===== src/rtl/digit_entry_ctrl.sv =====
// Front-panel digit entry: buttons edit an 8x4-bit shadow and cursor, then hand the value to the counter over req/ack and gate its run enable.
// Outputs are registered state or a mux of registers; load_req stays high until load_ack, with no timeout.
module digit_entry_ctrl #(
    parameter int unsigned DIGIT_MAX = 9,
    parameter int unsigned BLINK_DIV = 25_000_000
) (
    input  logic        clk,
    input  logic        rst,
    input  logic        btn_left,
    input  logic        btn_right,
    input  logic        btn_up,
    input  logic        btn_down,
    input  logic        btn_load,
    input  logic        load_ack,
    output logic [2:0]  bitSW,
    output logic [3:0]  digitSW,
    output logic [31:0] load_value,
    output logic        load_req,
    output logic        run_en,
    output logic        blink,
    output logic [1:0]  state
);

    typedef enum logic [1:0] {
        ST_EDIT   = 2'd0,
        ST_COMMIT = 2'd1,
        ST_RUN    = 2'd2
    } state_t;

    localparam int unsigned     CNT_W    = (BLINK_DIV > 2) ? $clog2(BLINK_DIV) : 1;
    localparam logic [CNT_W-1:0] CNT_LAST = CNT_W'(BLINK_DIV - 1);
    localparam logic [3:0]      DIG_MAX  = 4'(DIGIT_MAX);

    state_t             state_q, state_d;
    logic [2:0]         cursor_q, cursor_d;
    logic [31:0]        shadow_q, shadow_d;
    logic               blink_q, blink_d;
    logic [CNT_W-1:0]   cnt_q, cnt_d;
    logic [3:0]         cur_dig, new_dig;
    logic               edit_ok;

    assign cur_dig = shadow_q[{cursor_q, 2'b00} +: 4];

    always_comb begin
        state_d  = state_q;
        cursor_d = cursor_q;
        shadow_d = shadow_q;
        blink_d  = blink_q;
        cnt_d    = cnt_q;
        new_dig  = cur_dig;
        edit_ok  = 1'b0;

        // A commit press suppresses same-cycle edits so load_value is exactly the shadow seen at that edge.
        case (state_q)
            ST_EDIT: begin
                if (btn_load) state_d = ST_COMMIT;
                else          edit_ok = 1'b1;
            end
            ST_COMMIT: if (load_ack) state_d = ST_RUN;
            ST_RUN:    if (btn_load) state_d = ST_EDIT;
            default:   state_d = ST_EDIT;
        endcase

        if (edit_ok) begin
            if (btn_up && btn_down) new_dig = 4'd0;
            else if (btn_up)        new_dig = (cur_dig >= DIG_MAX) ? 4'd0 : cur_dig + 4'd1;
            else if (btn_down)      new_dig = (cur_dig == 4'd0) ? DIG_MAX : cur_dig - 4'd1;
            shadow_d[{cursor_q, 2'b00} +: 4] = new_dig;

            if (btn_left && !btn_right)      cursor_d = cursor_q + 3'd1;
            else if (btn_right && !btn_left) cursor_d = cursor_q - 3'd1;
        end

        if (state_q == ST_EDIT && state_d == ST_EDIT) begin
            if (cursor_d != cursor_q || new_dig != cur_dig) begin
                cnt_d   = '0;
                blink_d = 1'b1;
            end else if (cnt_q == CNT_LAST) begin
                cnt_d   = '0;
                blink_d = ~blink_q;
            end else begin
                cnt_d = cnt_q + 1'b1;
            end
        end else begin
            cnt_d   = '0;
            blink_d = 1'b1;
        end
    end

    always_ff @(posedge clk) begin
        if (rst) begin
            state_q  <= ST_EDIT;
            cursor_q <= 3'd0;
            shadow_q <= 32'd0;
            blink_q  <= 1'b1;
            cnt_q    <= '0;
        end else begin
            state_q  <= state_d;
            cursor_q <= cursor_d;
            shadow_q <= shadow_d;
            blink_q  <= blink_d;
            cnt_q    <= cnt_d;
        end
    end

    assign bitSW      = cursor_q;
    assign digitSW    = cur_dig;
    assign load_value = shadow_q;
    assign load_req   = (state_q == ST_COMMIT);
    assign run_en     = (state_q == ST_RUN);
    assign blink      = blink_q;
    assign state      = state_q;

endmodule

===== config.mk =====
export PLATFORM = sky130hd
export DESIGN_NAME = digit_entry_ctrl
export DESIGN_NICKNAME = d
export VERILOG_FILES = /design/src/rtl/digit_entry_ctrl.sv
export SDC_FILE = /design/constraint.sdc
export NUM_CORES = 1
export LEC_CHECK = 0
export BUFFER_PORTS_ARGS = -buffer_cell sky130_fd_sc_hd__buf_2
export CAP_MARGIN = 0
export CORE_ASPECT_RATIO = 0.6
export CORE_MARGIN = 2
export CORE_UTILIZATION = 35
export DETAILED_ROUTE_END_ITERATION = 7
export GPL_TIMING_DRIVEN = 0
export PLACE_DENSITY = 0.57
export SYNTH_ARGS = -nofsm -noshare
export SYNTH_HDL_FRONTEND = slang
export SYNTH_SLANG_ARGS = --single-unit

===== constraint.sdc =====
create_clock -name clk -period 6.1 [get_ports clk]
set_input_delay 1.22 -clock clk [delete_from_list [all_inputs] [get_ports clk]]
set_output_delay 1.22 -clock clk [all_outputs]
set_load 0.005 [all_outputs]

**After elaboration in Yosys (flattened, before gate mapping)**

Cells that the tools add are included.
Widths: inputs -> output; s select.

- Word-level logic and storage cells: 51
- Latch bits: 0
- Bits of input ports: 8
- RAM bits: 0
- ROM bits: 0
- Memories kept: 0
- Output and inout port bits: 44
- Bits in registers: 63

- Eq/ne operators: 5
- Multiply operators: 0
- Bitwise gates (word level): 2
- Add/subtract/negate cells: 6
- Reductions and logical operators: 12
- Muxes and demuxes: 17
- $lt $le $gt $ge: 1
- Divide/modulo/power cells: 0
- Shift-type cells: 3

Operators with widths:

| kind | number |
|---|---|
| $bwmux 32 | 1 |
| $shift 4x7->32 const A | 1 |
| $shiftx 32x6->4 | 1 |
| $shiftx 4x7->32 | 1 |
| $mux 4 | 7 |
| $add 25x1->25 const B | 1 |
| $eq 25x25->1 const B | 1 |
| $mux 3 | 3 |
| $neg 5->7 | 1 |
| $mux 2 | 3 |
| $pmux 2 s3 | 1 |
| $add 4x1->4 const B | 1 |
| $ge 4x4->1 const B | 1 |
| $logic_and 1x1->1 | 4 |
| $logic_not 2->1 | 2 |
| $logic_not 4->1 | 1 |
| $ne 4x4->1 | 1 |
| $reduce_or 4->1 | 1 |
| $sub 4x1->4 const B | 1 |
| $add 3x1->3 const B | 1 |
| $ne 3x3->1 | 1 |
| $reduce_or 3->1 | 1 |
| $sub 3x1->3 const B | 1 |
| $eq 2x1->1 const B | 1 |
| 5 further kinds | 8 |

**Logic depth before layout (Yosys ltp)**

Gate-level depths: netlist of run 1.

- Word-level depth: 11
- Gate-level depth with buffers: 13
- Gate-level depth less buffers: 10

**Worst setup path before layout of run 1**

Ideal clock, no wire load.

- Path type: reg2reg
- Start point: reg cursor_q[0], in the netlist bitSW[0]
- End point: reg blink_q, in the netlist blink
- Arrival time: 3,074 ps
- Data required time: 5,973 ps
- Path slack: 2,899 ps
- Library setup time: 127 ps
- Period minus slack after synthesis: 3,201 ps
- Stages on the path, launching flop included: 13
- Cell sequence: dfxtp_1 -> buf_6 -> mux4_2 -> mux2_2 -> inv_1 -> ha_1 -> nand2b_1 -> a211oi_1 -> a2bb2oi_1 -> o22ai_1 -> or3_1 -> buf_2 -> or3_1

- Longest elaborated chain between the ends: 11
- Elaborated cells between the ends (all ways): 21
- Classes of those cells: add/sub: 4; order compare: 1; eq/ne: 2; shift: 1; mux: 10; reduce/logical: 3

RTL lines:

| item | line | source |
|---|---|---|
| start: declaration | 35 | `logic [2:0] cursor_q, cursor_d;` |
| start signal: assignment | 99 | `cursor_q <= cursor_d;` |
| $shiftx 32x6->4 (*) | 42 | `assign cur_dig = shadow_q[{cursor_q, 2'b00} +: 4];` |
| net digitSW[1] | 16 | `output logic [3:0] digitSW,` |
| $sub 4x1->4 or $logic_not 4->1 (tied branches) | 67 | `else if (btn_down) new_dig = (cur_dig == 4'd0) ? DIG_MAX : cur_dig - 4'd1;` |
| $mux 4 (2 in a row) | 67 |  |
| $mux 4 | 66 | `else if (btn_up) new_dig = (cur_dig >= DIG_MAX) ? 4'd0 : cur_dig + 4'd1;` |
| $mux 4 | 65 | `if (btn_up && btn_down) new_dig = 4'd0;` |
| $mux 4 (2 in a row) | 64 | `if (edit_ok) begin` |
| $ne 4x4->1 (*) | 75 | `if (cursor_d != cursor_q \|\| new_dig != cur_dig) begin` |
| $logic_or 1x1->1 (*) | 75 |  |
| $reduce_or 3->1 (no source line) (*) | - |  |
| end signal: assignment | 101 | `blink_q <= blink_d;` |
| end: declaration | 37 | `logic blink_q, blink_d;` |

The timed path passes the listed nets; every way through them passes the cells marked *. The select of a mux whose other input is x is not followed.
A chain may end at the register's enable or synchronous reset.

**Worst setup path after layout of run 1**

- Start point: reg cursor_q[0], in the netlist bitSW[0]
- End point: reg cnt_q[0]

- Longest elaborated chain between the ends: 11
- Elaborated cells between the ends (all ways): 21
- Classes of those cells: add/sub: 4; order compare: 1; eq/ne: 2; shift: 1; mux: 10; reduce/logical: 3

RTL lines:

| item | line | source |
|---|---|---|
| $shiftx 32x6->4 | 42 |  |
| $sub 4x1->4 or $logic_not 4->1 (tied branches) | 67 |  |
| $mux 4 (2 in a row) | 67 |  |
| $mux 4 | 66 |  |
| $mux 4 | 65 |  |
| $mux 4 (2 in a row) | 64 |  |
| $ne 4x4->1 | 75 |  |
| $logic_or 1x1->1 (*) | 75 |  |
| $reduce_or 4->1 (no source line) (*) | - |  |
| end signal: assignment | 102 | `cnt_q <= cnt_d;` |
| end: declaration | 38 | `logic [CNT_W-1:0] cnt_q, cnt_d;` |

Mark *: on every way between the ends. The rest lies on a longest branch, timed or not. The select of a mux whose other input is x is not followed.

==> results of run 1 <==
[metal layers]
metal / vias up / routed length [microns] / GRT usage (%)
met5: - / 0 / 0
met4: 0 / 107 / 5.74
met3: 10 / 900 / 7.64
met2: 113 / 3490 / 23.9
met1: 1482 / 5140 / 30.1
li1: 1497 / - / -
[final timing paths]
path / end / slack, ns / cells after the start
max: cnt_q[0]$_SDFF_PP0_ / 2.38 / 13
min: load_value[22]$_SDFFE_PP0P_ / 0.47 / 2
max reg2reg: cnt_q[0]$_SDFF_PP0_ / 2.38 / 13
min reg2reg: load_value[22]$_SDFFE_PP0P_ / 0.47 / 2
[synthesized netlist by cell type, types with 5 or more instances]
cell and count:
a211oi_1 5, and3_1 10, nor4_1 5, nand4_1 7, xnor2_1 9, nand2_1 50, nand3_1 12, mux4_2 6
clkbuf_1 8, xor2_1 16, dfxtp_1 63, o21ai_0 26, o21ai_1 7, nor4_2 12, a21oi_1 19, inv_1 8
nor2_1 24, nor3_1 15, nand2b_1 7, ha_1 10, nor2b_1 6
[power by group through the flow]
stage / registers [mW] / clock network, mW / logic (mW)
6_report: 0.434 / 0.519 / 0.265
5_1_grt: 0.435 / 0.549 / 0.290
4_1_cts: 0.433 / 0.530 / 0.258
3_5_place_dp: 0.442 / 0 / 0.257
3_3_place_gp: 0.442 / 0 / 0.255
2_1_floorplan: 0.440 / 0 / 0.182
[flip-flops by register name (all words and copies together) (netlist names)]
signal,cells
load_value,32
cnt_q,25
bitSW,3
state,2
blink,1
[logic make-up after synthesis]
family | share of synthesized area, %
and+or+nand+nor | 27.5
AOI/OAI and AO/OA | 13.6
DFF | 37.5
buffers and inverters | 4.13
xor gates and xnor gates | 6.51
muxes | 7.00
adders and majority gates | 3.72
[critical path, cell delays in order (launching register included)]
cell and delay (ns):
dfxtp_1 0.45, buf_6 0.19, mux4_2 0.50, mux2_2 0.36, inv_1 0.13, ha_1 0.31, nand2b_1 0.13, a211oi_1 0.24
a2bb2oi_1 0.28, o22ai_1 0.12, or3_1 0.30, buf_2 0.19, buf_2 0.21, nor4_2 0.21
[layout make-up]
class,instances,area share (%)
Buffer,17,2.48
Clock buffer,10,5.61
Clock inverter,6,1.65
Inverter,10,0.919
Multi-Input combinational cell,288,48.2
Sequential cell,63,30.9
Tap cell,130,3.98
Timing Repair Buffer,51,6.25
==> impl_metrics.json, run 1 <==
{
  "outcome": "completed",
  "swShare_pct": 31.8,
  "syn_area_sq_um": 3360,
  "grt_max_degree": 13,
  "seqPwrFrac_pct": 35.6,
  "internal-power_mw": 0.830,
  "ys_seq_area_share_pct": 37.5,
  "synth.avg_cell_area_sq_um": 8.89,
  "fin_crit_sh_pct": 60.9,
  "io_pins": 52,
  "grt-ovfl-total": 0,
  "register_area_sq_um": 1260,
  "clock-sinks": 63,
  "syn_nets": 396,
  "drt-total-wl_mm": 9.64,
  "final_util_pct": 44.1,
  "grt_pass1_vias": 2798,
  "synthFlopType": "dfxtp_1",
  "final_cell_mix": "dfxtp_1 (63), buf_2 (54), nand2_1 (50), o21ai_0 (26), nor2_1 (24)",
  "cts_made_buffers": 9,
  "max_freq_mhz": 269,
  "grt_first_pass_wirelength_mm": 15.4,
  "final_max_slew_viol_count": 0,
  "r2r-start": "bitSW[0]$_SDFF_PP0_",
  "vias_per_cell": 5.39,
  "dpl_cell_area_sq_um": 3780,
  "setup_viol": 0,
  "p_clk_share_pct": 42.6,
  "track_usage_pct": 19.5,
  "drt_iter0_drc": 282,
  "final_nets": 458,
  "die_x_microns": 131,
  "combPwrFrac_pct": 21.8,
  "synth_top_area_cell": "dfxtp_1",
  "setup.worst_path.start_class": "flip-flop",
  "drt-pass1-iter-count": 4,
  "rsz0062_at_grt": "no",
  "diodes": 0,
  "fin_cells": 575,
  "area_growth_pct": 21.4,
  "wl_per_cell_microns": 16.8,
  "p_leak_nw": 1.53,
  "dp_hpwl_mm": 7.28,
  "fill_cells": 947,
  "crit_required_ns": 6.34,
  "end_kind": "flip-flop",
  "port_buffers": 51,
  "clk_pin_slew_ns": 0.06,
  "critPathLaunch": "bitSW[0]$_SDFF_PP0_",
  "ir_worst_vdd_uv": 135,
  "yosys_register_bits": 63,
  "maxCapViolations": 0,
  "p_sw_mw": 0.388,
  "finalPower_mw": 1.22,
  "cts-hold-fix-buffers": 0,
  "gp_congestion": 0.905,
  "post-place-ws_ns": 2.46,
  "power.density_nw_per_um2": 298,
  "whs_ns": 0.470,
  "synth_edf_count": 0,
  "crit_fanout": 10,
  "cts_root_buffer": "clkbuf_16",
  "dp.cells": 559,
  "worstHoldStart": "load_value[22]$_SDFFE_PP0P_",
  "slew_headroom_pct": 37.2,
  "critPathKind": "reg2reg",
  "die_area_sq_um": 10400,
  "async_reset_ff_share_pct": 0,
  "final_common_cell": "dfxtp_1",
  "setup_tns_ns": 0,
  "synth_cell_types": 52,
  "via_count": 3102,
  "hold_path.class": "reg2reg",
  "die_h_microns": 79.9,
  "synth_warnings": 0,
  "clk_latency_ns": 0.34,
  "drtAntennaViolNets": 0,
  "antenna_found_initial": 0,
  "stdcell_area_sq_um": 4080,
  "syn_inst": 378,
  "finalCriticalPeriod_ns": 3.72,
  "post_cts_resize_count": 0,
  "cts_tree": "done",
  "cts_buffer_depth": 2,
  "finClkSkew_ns": 0.0117,
  "setup_slack_ns": 2.38,
  "multiInputGateArea_sq_um": 1970,
  "worst_ep_arrival_time_ns": 3.96,
  "core_area_sq_um": 9260,
  "start_util_pct": 36.3,
  "post-route-drc-count": 0,
  "hold_viol": 0,
  "tightest_slew_ns": 0.942,
  "synth.area.top_cells": "dfxtp_1 (38%), nand2_1 (5.6%), nor4_2 (4.5%), xor2_1 (4.2%), mux4_2 (4.0%)",
  "rows": 27,
  "htreeDepth": 3,
  "drive_gt1_share_pct": 24.0,
  "post_cts_buffers": 0,
  "yosys.area.top_type_share_pct": 37.5
}
No activity file was read; power rests on OpenSTA's default activity.
==> run 2, diff against run 1 <==
==> constraint.sdc (replaced) <==
create_clock -name clk -period 3.8 [get_ports clk]
set_input_delay 0.76 -clock clk [delete_from_list [all_inputs] [get_ports clk]]
set_output_delay 0.76 -clock clk [all_outputs]
set_load 0.005 [all_outputs]
==> impl_metrics.json, run 2 (synthesis results as in run 1) <==
{
  "outcome": "completed",
  "setup_tns_ns": 0,
  "grt_first_pass_wirelength_mm": 15.4,
  "grt_pass1_vias": 2798,
  "finalPower_mw": 1.96,
  "core_area_sq_um": 9260,
  "end_kind": "flip-flop",
  "final_nets": 458,
  "tightest_slew_ns": 0.900,
  "fill_cells": 948,
  "final_cell_mix": "dfxtp_1 (62), buf_2 (54), nand2_1 (50), o21ai_0 (26), nor2_1 (24)",
  "post-place-ws_ns": 0.164,
  "setup_slack_ns": 0.238,
  "grt_util_met1_pct": 30.1,
  "rows": 27,
  "gp_congestion": 0.905,
  "htreeDepth": 3,
  "ir_worst_vdd_uv": 219,
  "hold_path.class": "reg2reg",
  "area_growth_pct": 21.6,
  "grt-ovfl-total": 0,
  "io_pins": 52,
  "final_common_cell": "dfxtp_1",
  "max_freq_mhz": 281,
  "worst_ep_arrival_time_ns": 3.80,
  "cts_buffer_depth": 2,
  "drive_gt1_share_pct": 24.7,
  "drt-pass1-iter-count": 4,
  "post_cts_buffers": 0,
  "setup_viol": 0,
  "diodes": 0,
  "clk_latency_ns": 0.34,
  "hold_viol": 0,
  "gr-usage-met2_pct": 23.9,
  "wl_per_cell_microns": 16.8,
  "clock-sinks": 63,
  "track_usage_pct": 19.5,
  "port_buffers": 51,
  "finClkSkew_ns": 0.0109,
  "grt-busiest-layer": "met1",
  "p_leak_nw": 1.54,
  "cts_made_buffers": 9,
  "start_util_pct": 36.3,
  "drt_iter0_drc": 308,
  "finalCriticalPeriod_ns": 3.56,
  "cts_tree": "done",
  "critPathKind": "reg2reg",
  "clk_pin_slew_ns": 0.06,
  "cts_root_buffer": "clkbuf_16",
  "via_count": 3091,
  "whs_ns": 0.470,
  "met3_usage_pct": 7.64,
  "drtAntennaViolNets": 0,
  "rsz0062_at_grt": "no",
  "post-route-drc-count": 0,
  "drt-total-wl_mm": 9.65,
  "die_x_microns": 131,
  "die_h_microns": 79.9,
  "crit_fanout": 10,
  "power.density_nw_per_um2": 478,
  "crit_required_ns": 4.04,
  "antenna_found_initial": 0,
  "largest_reg_flops": 32,
  "die_area_sq_um": 10400,
  "dp_hpwl_mm": 7.28,
  "final_max_slew_viol_count": 0,
  "slew_headroom_pct": 40.0,
  "grt_max_degree": 13,
  "fin_crit_sh_pct": 93.7,
  "maxCapViolations": 0,
  "cts-hold-fix-buffers": 0,
  "vias_per_cell": 5.38,
  "setup.worst_path.start_class": "flip-flop"
}
-- run 2: worst paths after layout --
path,start,end,slack (ns),depth (start not counted)
worst min-delay path,load_value[22]$_SDFFE_PP0P_,load_value[22]$_SDFFE_PP0P_,0.47,2
worst min register to register,load_value[22]$_SDFFE_PP0P_,load_value[22]$_SDFFE_PP0P_,0.47,2
worst max-delay path,bitSW[0]$_SDFF_PP0_,cnt_q[3]$_SDFF_PP0_,0.24,13
worst max register to register,bitSW[0]$_SDFF_PP0_,cnt_q[3]$_SDFF_PP0_,0.24,13
-- run 2: critical path, stage by stage (launching register included) --
cell and delay (ns):
dfxtp_2 0.39, buf_6 0.17, mux4_2 0.50, mux2_2 0.36, inv_1 0.14, ha_2 0.26
nand2b_1 0.10, a211oi_1 0.23, a2bb2oi_1 0.28, o22ai_1 0.12, or3_1 0.30, buf_2 0.19
buf_6 0.17, nor4_2 0.24
-- run 2: metal layers --
layer / vias up / part of all wire [%] / wire [microns]
met5: - / 0 / 0
met4: 0 / 1.1 / 107
met3: 10 / 11 / 1020
met2: 130 / 36 / 3510
met1: 1454 / 52 / 5000
li1: 1497 / - / -
-- run 2: layout make-up --
type	count	area [sq um]	area share (%)
Clock buffer	10	229	5.60
Multi-Input combinational cell	288	1970	48.2
Clock inverter	6	67.6	1.65
Sequential cell	63	1260	30.9
Buffer	17	103	2.51
Inverter	10	37.5	0.918
Timing Repair Buffer	51	255	6.24
Tap cell	130	163	3.98
-- run 2: what timing repair did --
item,CTS,global route
endpoints found under the setup margin,0,21
endpoints found under the hold margin,0,0
gates resized for setup,0,4
-- run 2: per-stage QoR --
stage / utilization [%] / instance area, sq um / instances
2_1_floorplan: - / 3360 / 378
3_3_place_gp: 40.8 / 3780 / 559
3_5_place_dp: 40.8 / 3780 / 559
4_1_cts: 44.0 / 4080 / 575
5_1_grt: 44.2 / 4090 / 575
6_report: 44.2 / 4090 / 575
-- run 2: power breakdown --
part           total [mW]  internal (mW)  switching [mW]  leakage, nW
Combinational       0.428          0.147           0.281        0.888
Clock               0.831          0.511           0.320        0.139
Sequential          0.697          0.677          0.0200        0.509
Total                1.96           1.33           0.621         1.54
